## config.mk

```make
export PLATFORM = sky130hd
export DESIGN_NAME = uart_tx_drv
export DESIGN_NICKNAME = d
export VERILOG_FILES = /design/src/rtl/uart_tx_drv_pkg.sv /design/src/rtl/uart_tx_drv_fifo.sv /design/src/rtl/uart_tx_drv.sv
export SDC_FILE = /design/constraint.sdc
export NUM_CORES = 1
export LEC_CHECK = 0
export CAP_MARGIN = 10
export CORE_MARGIN = 3
export CORE_UTILIZATION = 45
export CTS_CLUSTER_SIZE = 25
export DETAILED_ROUTE_END_ITERATION = 8
export MAX_ROUTING_LAYER = met4
export PLACE_DENSITY = 0.73
export RECOVER_POWER = 100
export SLEW_MARGIN = 25
export SYNTH_ARGS = -nofsm -noshare
export SYNTH_HDL_FRONTEND = slang
export SYNTH_SLANG_ARGS = --single-unit
```

## constraint.sdc

```tcl
create_clock -name clk_i -period 5.6 [get_ports clk_i]
set_clock_uncertainty 0.05 [all_clocks]
set_input_delay 1.4 -clock clk_i [delete_from_list [all_inputs] [get_ports clk_i]]
set_output_delay 1.4 -clock clk_i [all_outputs]
set_load 0.03 [all_outputs]
```

## src/rtl/uart_tx_drv_pkg.sv

```systemverilog
// +--------------------------------------------------------------------------+
// | Module  : uart_tx_drv_pkg                                                |
// | Brief   : Shared types, frame constants and parity helper for the UART   |
// |           transmitter driver.                                            |
// | Revision: 1.0 - initial release                                          |
// +--------------------------------------------------------------------------+
`default_nettype none

package uart_tx_drv_pkg;

  localparam int TICKS_PER_BIT = 16;
  localparam int DATA_BITS     = 8;

  typedef enum logic [2:0] {
    IDLE   = 3'd0,
    START  = 3'd1,
    DATA   = 3'd2,
    PARITY = 3'd3,
    STOP   = 3'd4
  } uart_tx_state_e;

  function automatic logic par_f(input logic [DATA_BITS-1:0] data, input logic odd);
    return (^data) ^ odd;
  endfunction

endpackage

`default_nettype wire

```

## src/rtl/uart_tx_drv_fifo.sv

```systemverilog
// +--------------------------------------------------------------------------+
// | Module  : uart_tx_drv_fifo                                               |
// | Brief   : Synchronous byte FIFO with occupancy count; push while full    |
// |           and pop while empty are ignored.                               |
// | Revision: 1.0 - initial release                                          |
// +--------------------------------------------------------------------------+
`default_nettype none

module uart_tx_drv_fifo
  import uart_tx_drv_pkg::*;
#(
  parameter int DEPTH = 8,
  parameter int WIDTH = DATA_BITS
) (
  input  logic                     clk_i,
  input  logic                     rst_i,
  input  logic                     push_i,
  input  logic [WIDTH-1:0]         data_i,
  input  logic                     pop_i,
  output logic [WIDTH-1:0]         data_o,
  output logic                     full_o,
  output logic                     empty_o,
  output logic [$clog2(DEPTH):0]   lvl_o
);

  localparam int                c_AW   = $clog2(DEPTH);
  localparam logic [c_AW:0]     c_FULL = DEPTH[c_AW:0];

  logic [WIDTH-1:0] r_mem [DEPTH];
  logic [c_AW-1:0]  r_wptr;
  logic [c_AW-1:0]  r_rptr;
  logic [c_AW:0]    r_lvl;
  logic             w_push;
  logic             w_pop;

  assign full_o  = (r_lvl == c_FULL);
  assign empty_o = (r_lvl == '0);
  assign lvl_o   = r_lvl;
  assign data_o  = r_mem[r_rptr];
  assign w_push  = push_i && !full_o;
  assign w_pop   = pop_i && !empty_o;

  // Storage is not reset; the pointers alone define which entries are valid.
  always_ff @(posedge clk_i) begin
    if (w_push) begin
      r_mem[r_wptr] <= data_i;
    end
  end

  always_ff @(posedge clk_i) begin
    if (rst_i) begin
      r_wptr <= '0;
      r_rptr <= '0;
      r_lvl  <= '0;
    end else begin
      if (w_push) r_wptr <= r_wptr + 1'b1;
      if (w_pop)  r_rptr <= r_rptr + 1'b1;
      case ({w_push, w_pop})
        2'b10:   r_lvl <= r_lvl + 1'b1;
        2'b01:   r_lvl <= r_lvl - 1'b1;
        default: r_lvl <= r_lvl;
      endcase
    end
  end

endmodule

`default_nettype wire

```

## src/rtl/uart_tx_drv.sv

```systemverilog
// +--------------------------------------------------------------------------+
// | Module  : uart_tx_drv                                                    |
// | Brief   : FIFO-buffered 8N1/8E1/8O1 UART transmitter with NCO baud tick. |
// |           Optional error injection: define UART_TX_DRV_ERR_INJ_EN.       |
// | Revision: 1.0 - initial release                                          |
// +--------------------------------------------------------------------------+
`default_nettype none

module uart_tx_drv
  import uart_tx_drv_pkg::*;
#(
  parameter int FIFO_DEPTH = 8,
  parameter int NCO_W      = 16
) (
  input  logic                          clk_i,
  input  logic                          rst_i,
  input  logic                          tx_enable_i,
  input  logic                          parity_en_i,
  input  logic                          parity_odd_i,
  input  logic [NCO_W-1:0]              nco_i,
  input  logic [7:0]                    data_i,
  input  logic                          valid_i,
`ifdef UART_TX_DRV_ERR_INJ_EN
  input  logic                          inject_par_err_i,
  input  logic                          inject_stop_err_i,
`endif
  output logic                          ready_o,
  output logic [$clog2(FIFO_DEPTH):0]   fifo_lvl_o,
  output logic                          busy_o,
  output logic                          frame_done_o,
  output logic                          tx_o
);

  localparam int                  c_TICK_W    = $clog2(TICKS_PER_BIT);
  localparam int                  c_BIT_W     = $clog2(DATA_BITS);
  localparam logic [c_TICK_W-1:0] c_TICK_LAST = c_TICK_W'(TICKS_PER_BIT - 1);
  localparam logic [c_BIT_W-1:0]  c_BIT_LAST  = c_BIT_W'(DATA_BITS - 1);

  uart_tx_state_e          r_state;
  uart_tx_state_e          w_state_nxt;
  logic [NCO_W-1:0]        r_acc;
  logic [NCO_W-1:0]        w_acc_nxt;
  logic                    w_tick;
  logic [c_TICK_W-1:0]     r_tick_cnt;
  logic [c_BIT_W-1:0]      r_bit_cnt;
  logic [DATA_BITS-1:0]    r_shift;
  logic                    r_par_en;
  logic                    r_par_bit;
  logic                    r_stop_err;
  logic                    r_tx;
  logic                    r_done;
  logic                    w_tx_nxt;
  logic                    w_done_nxt;
  logic                    w_adv;
  logic                    w_pop;
  logic                    w_can_start;
  logic                    w_full;
  logic                    w_empty;
  logic [DATA_BITS-1:0]    w_fifo_dout;
  logic                    w_inj_par;
  logic                    w_inj_stop;

`ifdef UART_TX_DRV_ERR_INJ_EN
  assign w_inj_par  = inject_par_err_i;
  assign w_inj_stop = inject_stop_err_i;
`else
  assign w_inj_par  = 1'b0;
  assign w_inj_stop = 1'b0;
`endif

  uart_tx_drv_fifo #(
    .DEPTH (FIFO_DEPTH),
    .WIDTH (DATA_BITS)
  ) u_fifo (
    .clk_i   (clk_i),
    .rst_i   (rst_i),
    .push_i  (valid_i),
    .data_i  (data_i),
    .pop_i   (w_pop),
    .data_o  (w_fifo_dout),
    .full_o  (w_full),
    .empty_o (w_empty),
    .lvl_o   (fifo_lvl_o)
  );

  // The x16 tick is the carry out of the accumulator add in the current cycle.
  assign {w_tick, w_acc_nxt} = {1'b0, r_acc} + {1'b0, nco_i};

  assign w_adv       = w_tick && (r_tick_cnt == c_TICK_LAST);
  assign w_can_start = !w_empty && tx_enable_i;
  assign ready_o     = !w_full;
  assign busy_o      = (r_state != IDLE);
  assign frame_done_o = r_done;
  assign tx_o        = r_tx;

  always_ff @(posedge clk_i) begin
    if (rst_i) begin
      r_state <= IDLE;
    end else begin
      r_state <= w_state_nxt;
    end
  end

  always_comb begin
    w_state_nxt = r_state;
    w_pop       = 1'b0;
    w_tx_nxt    = 1'b1;
    w_done_nxt  = 1'b0;
    case (r_state)
      IDLE: begin
        if (w_can_start) begin
          w_pop       = 1'b1;
          w_state_nxt = START;
        end
      end
      START: begin
        w_tx_nxt = 1'b0;
        if (w_adv) w_state_nxt = DATA;
      end
      DATA: begin
        w_tx_nxt = r_shift[0];
        if (w_adv && (r_bit_cnt == c_BIT_LAST)) begin
          w_state_nxt = r_par_en ? PARITY : STOP;
        end
      end
      PARITY: begin
        w_tx_nxt = r_par_bit;
        if (w_adv) w_state_nxt = STOP;
      end
      STOP: begin
        w_tx_nxt = !r_stop_err;
        if (w_adv) begin
          w_done_nxt = 1'b1;
          // Chain straight into the next start bit so queued bytes leave with no idle gap.
          if (w_can_start) begin
            w_pop       = 1'b1;
            w_state_nxt = START;
          end else begin
            w_state_nxt = IDLE;
          end
        end
      end
      default: w_state_nxt = IDLE;
    endcase
  end

  always_ff @(posedge clk_i) begin
    if (rst_i) begin
      r_acc      <= '0;
      r_tick_cnt <= '0;
      r_bit_cnt  <= '0;
      r_shift    <= '0;
      r_par_en   <= 1'b0;
      r_par_bit  <= 1'b0;
      r_stop_err <= 1'b0;
      r_tx       <= 1'b1;
      r_done     <= 1'b0;
    end else begin
      r_acc  <= w_acc_nxt;
      r_tx   <= w_tx_nxt;
      r_done <= w_done_nxt;
      if (w_pop) begin
        r_tick_cnt <= '0;
        r_bit_cnt  <= '0;
        r_shift    <= w_fifo_dout;
        // Frame settings are captured here so mid-frame input changes cannot corrupt it.
        r_par_en   <= parity_en_i;
        r_par_bit  <= par_f(w_fifo_dout, parity_odd_i) ^ w_inj_par;
        r_stop_err <= w_inj_stop;
      end else begin
        if (w_tick) r_tick_cnt <= r_tick_cnt + 1'b1;
        if ((r_state == DATA) && w_adv) begin
          r_bit_cnt <= r_bit_cnt + 1'b1;
          r_shift   <= r_shift >> 1;
        end
      end
    end
  end

endmodule

`default_nettype wire

```

# Yosys cells after proc, flatten, opt, wreduce, memory -nomap -nowiden
# Memory sizes are Yosys's and may differ from the RTL's. A register that Yosys moved wholly into a read port is not among the register bits.
# Cells that the tools add are included.
[word_totals]
regBits = 48
ram_bits = 64
input_bits = 30
output_inout_bits = 8
elab_cells = 73
mem_count = 1
[mem_list]
columns = ["memory", "words", "width", "rd", "rd_clocked_by_memory_dff", "write_ports", "line", "source"]
rows = [
  ["u_fifo.r_mem", 8, 8, 1, 1, 1, "uart_tx_drv_fifo.sv:29", "logic [WIDTH-1:0] r_mem [DEPTH];"],
]
[op_classes]
addsub = 7
n_eq_ne = 14
n_mux = 20
bitwise_logic = 2
reduce_logical = 17
[op_table]
columns = ["operator", "n"]
rows = [
  ["two-way mux 3 bit", 8],
  ["adder 16 x 16 -> 17 bit", 1],
  ["two-way mux 8 bit", 2],
  ["one-hot mux 3 bit (5 select lines)", 1],
  ["!= test 2 bit (second input constant)", 5],
  ["adder 3 x 1 -> 3 bit (second input constant)", 3],
  ["adder 4 x 1 -> 4 bit (second input constant)", 2],
  ["== test 4 bit (second input constant)", 2],
  ["one-hot mux 4 bit (2 select lines)", 1],
  ["XOR reduction 8 bit", 1],
  ["== test 3 x 2 -> 1 bit (second input constant)", 2],
  ["== test 3 bit (second input constant)", 2],
  ["logical AND 1 bit", 6],
  ["two-way mux 1 bit", 6],
  ["AND reduction 5 bit", 1],
  ["logical NOT 4 bit", 1],
  ["nonzero test 2 bit", 2],
  ["OR reduction 2 bit", 2],
  ["subtractor 4 x 1 -> 4 bit (second input constant)", 1],
  ["== test 3 x 1 -> 1 bit (second input constant)", 1],
  ["logical NOT 3 bit", 1],
  ["one-hot mux 1 bit (3 select lines)", 1],
  ["nonzero test 3 bit", 1],
  ["== test 2 x 1 -> 1 bit (second input constant)", 1],
  ["5 further kinds", 6],
]

# Logic depth before layout (Yosys ltp)
# Gate-level depths: netlist of the first run.
[logic_depth]
word_depth = 9
depth_mapped = 16
depth_no_buf = 15

# Cells and area by module
# Synthesis of the first run repeated with hierarchy kept, for this count alone.
[unflattened]
hier_cells = 432
area_unflattened_um2 = 5542.8
[by_module_without_submodules]
columns = ["mod", "instances", "cells_each", "area_per_inst_um2", "seq_area_each_um2"]
rows = [
  ["uart_tx_drv_fifo", 1, 167, 3151.8, 2182.1],
  ["uart_tx_drv", 1, 265, 2391.0, 760.7],
]

# Least setup slack after synthesis of the first run
# No wires, ideal clock.
[synth_timing]
path_type = "input -> register"
from = "input nco_i[0]"
to = "register u_fifo.r_lvl[2] (netlist: u_fifo.lvl_o[2])"
setup_time_ns = 0.070
arrival_time_ns = 4.418
required_ns = 5.480
slack_ns = 1.062
cell_stages = 16
n_path_buf = 1
cell_sequence = "ha_1 > fa_1 > a211o_1 > a21oi_2 > a211oi_2 > o21a_1 > o21ai_2 > inv_2 > buf_2 > ha_1 > xor2_1 > ha_1 > a21oi_1 > xor2_1 > or3_1 > a21oi_1"
[synth_between]
elab_chain_cells = 7
word_cells_on_any_way = 9
cone_classes = "add/sub: 1; eq/ne: 2; mux: 3; reduce/logical: 3"
[synth_rtl]
columns = ["element", "line", "source"]
rows = [
  ["start: declaration", "uart_tx_drv.sv:20", "input logic [NCO_W-1:0] nco_i,"],
  ["adder 16 x 16 -> 17 bit (*)", "uart_tx_drv.sv:87", "assign {w_tick, w_acc_nxt} = {1'b0, r_acc} + {1'b0, nco_i};"],
  ["logical AND 1 bit (*)", "uart_tx_drv.sv:89", "assign w_adv = w_tick && (r_tick_cnt == c_TICK_LAST);"],
  ["two-way mux 1 bit (*)", "uart_tx_drv.sv:132", "if (w_adv) begin"],
  ["one-hot mux 1 bit (2 select lines) (*)", "uart_tx_drv.sv:109", "case (r_state)"],
  ["logical AND 1 bit (*)", "uart_tx_drv_fifo.sv:41", "assign w_pop = pop_i && !empty_o;"],
  ["== test 2 x 1 -> 1 bit or == test 2 bit (tied branches)", "uart_tx_drv_fifo.sv:58", "case ({w_push, w_pop})"],
  ["one-hot mux 4 bit (2 select lines) or nonzero test 2 bit (tied branches)", "--", ""],
  ["end signal: assignment", "uart_tx_drv_fifo.sv:59", "2'b10: r_lvl <= r_lvl + 1'b1;"],
  ["end signal: assignment", "uart_tx_drv_fifo.sv:60", "2'b01: r_lvl <= r_lvl - 1'b1;"],
  ["end signal: assignment", "uart_tx_drv_fifo.sv:61", "default: r_lvl <= r_lvl;"],
  ["end: declaration", "uart_tx_drv_fifo.sv:32", "logic [c_AW:0] r_lvl;"],
]
# Every way passes the cells marked *; elsewhere a longest branch is shown, timed or not.
# A chain may end at the register's enable or synchronous reset.

# Worst setup path in the final report of the first run
# Ends and elaborated chain as after synthesis.

==> impl_metrics.ini, run 1 <==
[status]
status = complete, but fails checks
failed_checks = capacitance limit, slew limit

[global_route]
use_met1_pct = 18.8
top_usage_layer = met2
grtUsageTotal_pct = 17.2
grtUsageMet3_pct = 5.07
grt_pass1_wl_um = 16600
grt_use_met2_pct = 28.9
grt.overflow.total = 0
antenna_found_initial = 0
grt_max_degree = 25
grt_pass1_vias = 3487

[timing]
rsz0062_at_grt = no
tightest_slew_ns = 1.52
period_needed_ns = 4.90
fin_crit_sh_pct = 87.5
relSlewSlack_pct = -1.81
whs_ns = 0.452
layout_setup_ws_ns = 0.702
fin_setup_tns_ns = 0
drv_slew = 9
setup_viol = 0
finalHoldViolCount = 0
max_freq_mhz = 204

[power]
power.density_mw_per_mm2 = 492
power.total_w = 0.00313
ir_drop_mv = 0.283
p_leak_nw = 2.37

[setup_path]
reg2reg_slack_ns = 1.96
r2r-end = u_fifo.lvl_o[2]$_SDFFE_PP0P_
worst-setup-path-type = in2reg
crit_start = nco_i[0]
arrival_ns = 5.18
critPathLaunchType = input port
required_ns = 5.88
worstRegToRegCells = 15
r2r_start = r_acc[0]$_SDFF_PP0_
worstSetupEndpointType = flop
path_max_fanout = 12
cp-endpoint = u_fifo.lvl_o[2]$_SDFFE_PP0P_

[yosys]
async_flop_share_pct = 0
syn_nets = 474
synth_cell_types = 57
ys_seq_area_share_pct = 55.5
synth_area_per_cell_sq_um = 12.7
syn_area_sq_mm = 0.00530
synth_edf_count = 64
synthCells = 419
ys.flop_type = edfxtp_1
ys_seq_elements = 115
yosysWarnings = 0

[place]
place_congestion = 0.889
dpl_cell_area_sq_mm = 0.00581
portBuffers = 37
hpwlAfterDp_um = 6710
pre_cts_ws_ns = 0.515

[floorplanning]
coreArea_sq_mm = 0.0115
num_rows = 39
fp.dieW_um = 115
start_util_pct = 46.2
die_h_um = 115
ios = 38
die-area_sq_mm = 0.0131

[cells_and_area]
area_delta_synth_final_pct = 19.9
drive_above_1_share_pct = 9.85
antenna_cells = 0
nNetsFinal = 519
fin_area_sq_mm = 0.00635

[route]
first_iter_violations = 199
vias = 3428
via_per_inst = 5.53
drc = 0
wire_per_inst_um = 16.3
firstDrtPassIters = 4
ant_nets = 0
routed_wl_um = 10100

[clocking]
postCtsHoldBufs = 0
cts_made_buffers = 17
clk_pin_slew_ns = 0.06
clock_path_buffers = 2
cts.sinks = 115
cts_root_buf = clkbuf_16
clk_latency_ns = 0.41
cts_tree = built
htree_num_levels = 4
ctsResizeCount = 0
cts_setup_buffers = 0

[job]
max-cap-violations = 1

[worst_hold_path]
worstHoldPathType = reg2reg
## flip-flops by register name (all words and copies together), names as in the netlist, named ones only
name,flops
r_shift,8
r_acc,16
r_par_en,1
r_par_bit,1
u_fifo.r_rptr,3
r_bit_cnt,3
u_fifo.r_mem,64
tx_o,1
u_fifo.r_wptr,3
r_tick_cnt,4
frame_done_o,1
u_fifo.lvl_o,4
r_state,3
## layout by cell type (no fill, tap or decap), types with 3 or more instances in the layout
cell type | synthesis | final
o21a_1 | 5 | 5
nor4_1 | 3 | 3
xor2_1 | 12 | 12
a31oi_1 | 3 | 3
o21ai_0 | 7 | 11
nor2_1 | 46 | 46
ha_1 | 24 | 24
nor3_1 | 13 | 13
mux2_2 | 3 | 3
edfxtp_1 | 64 | 64
nand3_1 | 9 | 9
a21oi_1 | 26 | 27
or3_1 | 4 | 4
inv_1 | 9 | 9
nand2b_1 | 4 | 4
bufinv_16 | 0 | 3
nor2b_1 | 9 | 9
dfxtp_1 | 51 | 51
a21o_1 | 5 | 5
clkbuf_1 | 8 | 7
mux4_2 | 9 | 9
a211oi_1 | 8 | 9
dlygate4sd3_1 | 0 | 19
nand4_1 | 3 | 3
nand2_1 | 12 | 12
clkinvlp_4 | 0 | 4
mux4_1 | 7 | 7
clkdlybuf4s50_1 | 0 | 17
clkbuf_16 | 0 | 17
mux2i_1 | 17 | 17
xnor2_1 | 14 | 14
## where the power goes
part	switching [W]	internal, W
clock network	0.000384	0.000697
registers	0.0000951	0.00102
logic	0.000490	0.000434
total	0.000969	0.00216
## metal layers
metal  up-vias  routed length [um]
met5         -                   0
met4         0                 211
met3        19                 400
met2        56                5200
met1      1677                4310
li1       1676                   -
## worst max-delay path, cell delays in order
cell and delay (ns):
dlygate4sd3_1 0.54, ha_1 0.23, fa_1 0.43, a211o_1 0.30, a21oi_1 0.29, a211oi_1 0.17
o21a_1 0.22, o21ai_2 0.14, inv_2 0.13, ha_1 0.27, xor2_1 0.16, ha_1 0.19
a21oi_1 0.16, xor2_1 0.09, or3_1 0.31, a21oi_1 0.15
## area by class of cell
type / count / area, sq um
Clock buffer: 19 / 433
Clock inverter: 13 / 160
Fill cell: 927 / 5110
Inverter: 10 / 37.5
Multi-Input combinational cell: 279 / 2220
Sequential cell: 115 / 2940
Tap cell: 143 / 179
Timing Repair Buffer: 41 / 379
## cell families (layout without fill, tap and decap cells)
logic type               count (synthesis)  count (layout)  share of synthesized area, %
flip-flops                             115             115                          55.5
multiplexers                            39              39                          11.8
adder cells (fa/ha/maj)                 25              25                          6.04
AO/OA/AOI/OAI                           79              79                          9.91
buffers and inverters                   25              83                          2.38
AND/OR/NAND/NOR                        109             109                          9.70
XOR/XNOR                                27              27                          4.60
## worst min-delay path by stage
| stage | endpoint | depth (start not counted) | from |
|---|---|---|---|
| 2_1_floorplan | flop | 2 | u_fifo.r_rptr[2]$_SDFFE_PP0N_ |
| 3_3_place_gp | u_fifo.r_rptr[2]$_SDFFE_PP0N_ | 2 | u_fifo.r_rptr[2]$_SDFFE_PP0N_ |
| 3_5_place_dp | r_bit_cnt[2]$_SDFFE_PP0P_ | 2 | r_bit_cnt[2]$_SDFFE_PP0P_ |
| 4_1_cts | r_bit_cnt[2]$_SDFFE_PP0P_ | 2 | r_bit_cnt[2]$_SDFFE_PP0P_ |
| 5_1_grt | r_bit_cnt[2]$_SDFFE_PP0P_ | 2 | r_bit_cnt[2]$_SDFFE_PP0P_ |
| 6_report | u_fifo.r_rptr[2]$_SDFFE_PP0N_ | 2 | u_fifo.r_rptr[2]$_SDFFE_PP0N_ |
## synthesized netlist by cell type (2+ instances only)
| cell type | count | area, sq um |
|---|---|---|
| o211ai_1 | 2 | 15.0 |
| nand4_1 | 3 | 18.8 |
| mux2i_1 | 17 | 170 |
| o21ai_1 | 4 | 20.0 |
| mux2_2 | 3 | 33.8 |
| a31oi_1 | 3 | 18.8 |
| a21o_1 | 5 | 37.5 |
| o21bai_1 | 2 | 15.0 |
| edfxtp_1 | 64 | 1920 |
| or3_1 | 4 | 25.0 |
| xnor2_1 | 14 | 123 |
| or2_1 | 2 | 12.5 |
| dfxtp_1 | 51 | 1020 |
| o21a_1 | 5 | 37.5 |
| mux4_1 | 7 | 184 |
| clkbuf_1 | 8 | 30.0 |
| nor4_1 | 3 | 18.8 |
| buf_2 | 4 | 20.0 |
| nor2_1 | 46 | 173 |
| a21oi_1 | 26 | 130 |
| a211oi_1 | 8 | 60.1 |
| nand2b_1 | 4 | 25.0 |
| mux2_1 | 2 | 22.5 |
| xor2_1 | 12 | 105 |
| nor2b_1 | 9 | 56.3 |
| mux4_2 | 9 | 203 |
| a211oi_2 | 2 | 25.0 |
| nand3_1 | 9 | 45.0 |
| nand2_1 | 12 | 45.0 |
| o22ai_1 | 2 | 12.5 |
| ha_1 | 24 | 300 |
| nor3_1 | 13 | 65.1 |
| inv_1 | 9 | 33.8 |
| and4_1 | 2 | 17.5 |
| o21ai_0 | 7 | 35.0 |
## per-stage QoR
| step | util (%) | instances |
|---|---|---|
| floorplan | - | 419 |
| global placement | 50.7 | 588 |
| finish | 55.4 | 620 |
| CTS | 55.9 | 620 |
| global route | 55.4 | 620 |
| detailed placement | 50.7 | 588 |
(Power assumes the default switching activity.)
==> inputs of run 2 (changes only) <==
--- a/config.mk
+++ b/config.mk
@@ -5,15 +5,15 @@
 export SDC_FILE = /design/constraint.sdc
 export NUM_CORES = 1
 export LEC_CHECK = 0
-export CAP_MARGIN = 10
 export CORE_MARGIN = 3
 export CORE_UTILIZATION = 45
 export CTS_CLUSTER_SIZE = 25
 export DETAILED_ROUTE_END_ITERATION = 8
 export MAX_ROUTING_LAYER = met4
-export PLACE_DENSITY = 0.73
+export PLACE_DENSITY_LB_ADDON = 0.12
 export RECOVER_POWER = 100
 export SLEW_MARGIN = 25
 export SYNTH_ARGS = -nofsm -noshare
 export SYNTH_HDL_FRONTEND = slang
 export SYNTH_SLANG_ARGS = --single-unit
+export TNS_END_PERCENT = 100
==> impl_metrics.ini, run 2 (synthesis results as in run 1) <==
[status]
status = complete, but fails checks
failed_checks = capacitance limit, slew limit

[timing]
relSlewSlack_pct = -36.9
drv_slew = 44
fin_crit_sh_pct = 89.4
max_freq_mhz = 200
period_needed_ns = 5.00
fin_setup_tns_ns = 0
setup_viol = 0
finalHoldViolCount = 0
rsz0062_at_grt = no
tightest_slew_ns = 2.05
layout_setup_ws_ns = 0.596

[clocking]
clk_pin_slew_ns = 0.06
clock_path_buffers = 2
clk_latency_ns = 0.41
cts_made_buffers = 17
htree_num_levels = 4
cts_root_buf = clkbuf_16
ctsResizeCount = 0
cts.sinks = 115
postCtsHoldBufs = 0
cts_tree = built
cts_setup_buffers = 0

[cells_and_area]
fill_cells = 979
top_regs = u_fifo.r_mem x64, r_acc x16, r_shift x8
area_delta_synth_final_pct = 19.7
fin_area_sq_mm = 0.00635
fin_util_pct = 55.3
drive_above_1_share_pct = 9.60
largest_register_ff_count = 64
regMostFlops = u_fifo.r_mem
register_area_sq_mm = 0.00294
multiInputGateArea_sq_mm = 0.00222
antenna_cells = 0
final_common_cell = edfxtp_1
nNetsFinal = 522
layout_common_cells = edfxtp_1 (64), dfxtp_1 (51), nor2_1 (46), a21oi_1 (27), ha_1 (24)

[setup_path]
r2r_start = r_acc[0]$_SDFF_PP0_
r2r-end = u_fifo.lvl_o[2]$_SDFFE_PP0P_
critPathLaunchType = input port
worstRegToRegCells = 15
worstSetupEndpointType = flop
required_ns = 5.86
slowest_stage = dlygate4sd3_1
slowest_delay_ns = 0.54
arrival_ns = 5.27
worst-setup-path-type = in2reg
reg2reg_slack_ns = 1.87
path_max_fanout = 12
crit_chain = dlygate4sd3_1 -> ha_1 -> fa_1 -> a211o_1 -> a21oi_1 -> a211oi_1 -> o21a_1 -> o21ai_2 -> inv_2 -> ha_1 -> xor2_1 -> ha_1 -> a21oi_1 -> xor2_1 -> or3_1 -> a21oi_1

[floorplanning]
die_h_um = 115
ios = 38
fp.dieW_um = 115
num_rows = 39
coreArea_sq_mm = 0.0115
die-area_sq_mm = 0.0131
start_util_pct = 46.2

[power]
power.density_mw_per_mm2 = 485
p_leak_nw = 2.36
ir_drop_mv = 0.264

[route]
drc = 0
firstDrtPassIters = 4
first_iter_violations = 202
wire_per_inst_um = 15.8
routed_wl_um = 9810
via_per_inst = 5.42
ant_nets = 0
vias = 3369

[worst_hold_path]
worstHoldPathType = reg2reg
whs_path_depth = 2
hp-start = r_bit_cnt[1]$_SDFFE_PP0P_
whs_endpoint = r_bit_cnt[1]$_SDFFE_PP0P_

[place]
place_congestion = 0.784
hpwlAfterDp_um = 6520
pre_cts_ws_ns = 0.469
portBuffers = 37
dpl_cell_area_sq_mm = 0.00582

[global_route]
grt_max_degree = 44
grtUsageTotal_pct = 16.3
grt_pass1_vias = 3229
grt_pass1_wl_um = 15800
antenna_found_initial = 0
grt.overflow.total = 0

[job]
max-cap-violations = 1
==> run 2: cell count changes in the layout (fill, tap and decap cells not counted) <==
cell,previous run,this run
a21boi_0,0,1
a21boi_1,1,0
bufinv_16,3,2
clkbuf_1,7,9
clkdlybuf4s50_1,17,18
clkinv_2,2,1
inv_6,1,2
o21ai_0,11,9
o21ai_1,0,2
==> run 2: area by class of cell <==
class	count	area share, %
Clock buffer	19	6.82
Clock inverter	12	2.11
Inverter	10	0.591
Multi-Input combinational cell	279	35.0
Sequential cell	115	46.4
Tap cell	143	2.82
Timing Repair Buffer	44	6.25
==> run 2: worst max-delay path: cells and delay by family <==
kind / cells / cell delay, ns
and+or+nand+nor: 1 / 0.31
adders and majority gates: 4 / 1.11
buffers and inverters: 2 / 0.68
AOI/OAI and AO/OA: 7 / 1.50
xor gates and xnor gates: 2 / 0.25
==> run 2: where the power goes <==
| part | total, W | internal [W] | switching [W] |
|---|---|---|---|
| Combinational | 0.000926 | 0.000434 | 0.000491 |
| Sequential | 0.00112 | 0.00102 | 0.0000965 |
| Clock | 0.00103 | 0.000652 | 0.000377 |
| Total | 0.00308 | 0.00211 | 0.000965 |
==> run 2: how the worst max path moves through the flow <==
stage | slack, ns | to | start
5_1_grt | 0.40 | u_fifo.lvl_o[2]$_SDFFE_PP0P_ | nco_i[0]
4_1_cts | 0.90 | u_fifo.lvl_o[2]$_SDFFE_PP0P_ | nco_i[0]
3_3_place_gp | 0.56 | u_fifo.lvl_o[2]$_SDFFE_PP0P_ | nco_i[0]
2_1_floorplan | 1.06 | u_fifo.lvl_o[2]$_SDFFE_PP0P_ | nco_i[0]
6_report | 0.60 | u_fifo.lvl_o[2]$_SDFFE_PP0P_ | nco_i[0]
3_5_place_dp | 0.47 | u_fifo.lvl_o[2]$_SDFFE_PP0P_ | nco_i[0]
==> run 2: layer usage <==
metal | share of wire [%] | global-route usage, %
met1 | 47 | 20.1
met2 | 47 | 25.2
met3 | 4.5 | 4.44
met4 | 1.4 | 6.81
met5 | 0 | -
==> run 2: through the flow <==
step,power [W],std cells,hold slack (ns)
after CTS,0.00313,622,0.455
final,0.00308,622,0.448
after global placement,0.00207,591,0.434
after floorplan,0.00187,419,0.415
after detailed placement,0.00208,591,0.443
after global routing,0.00325,622,0.483
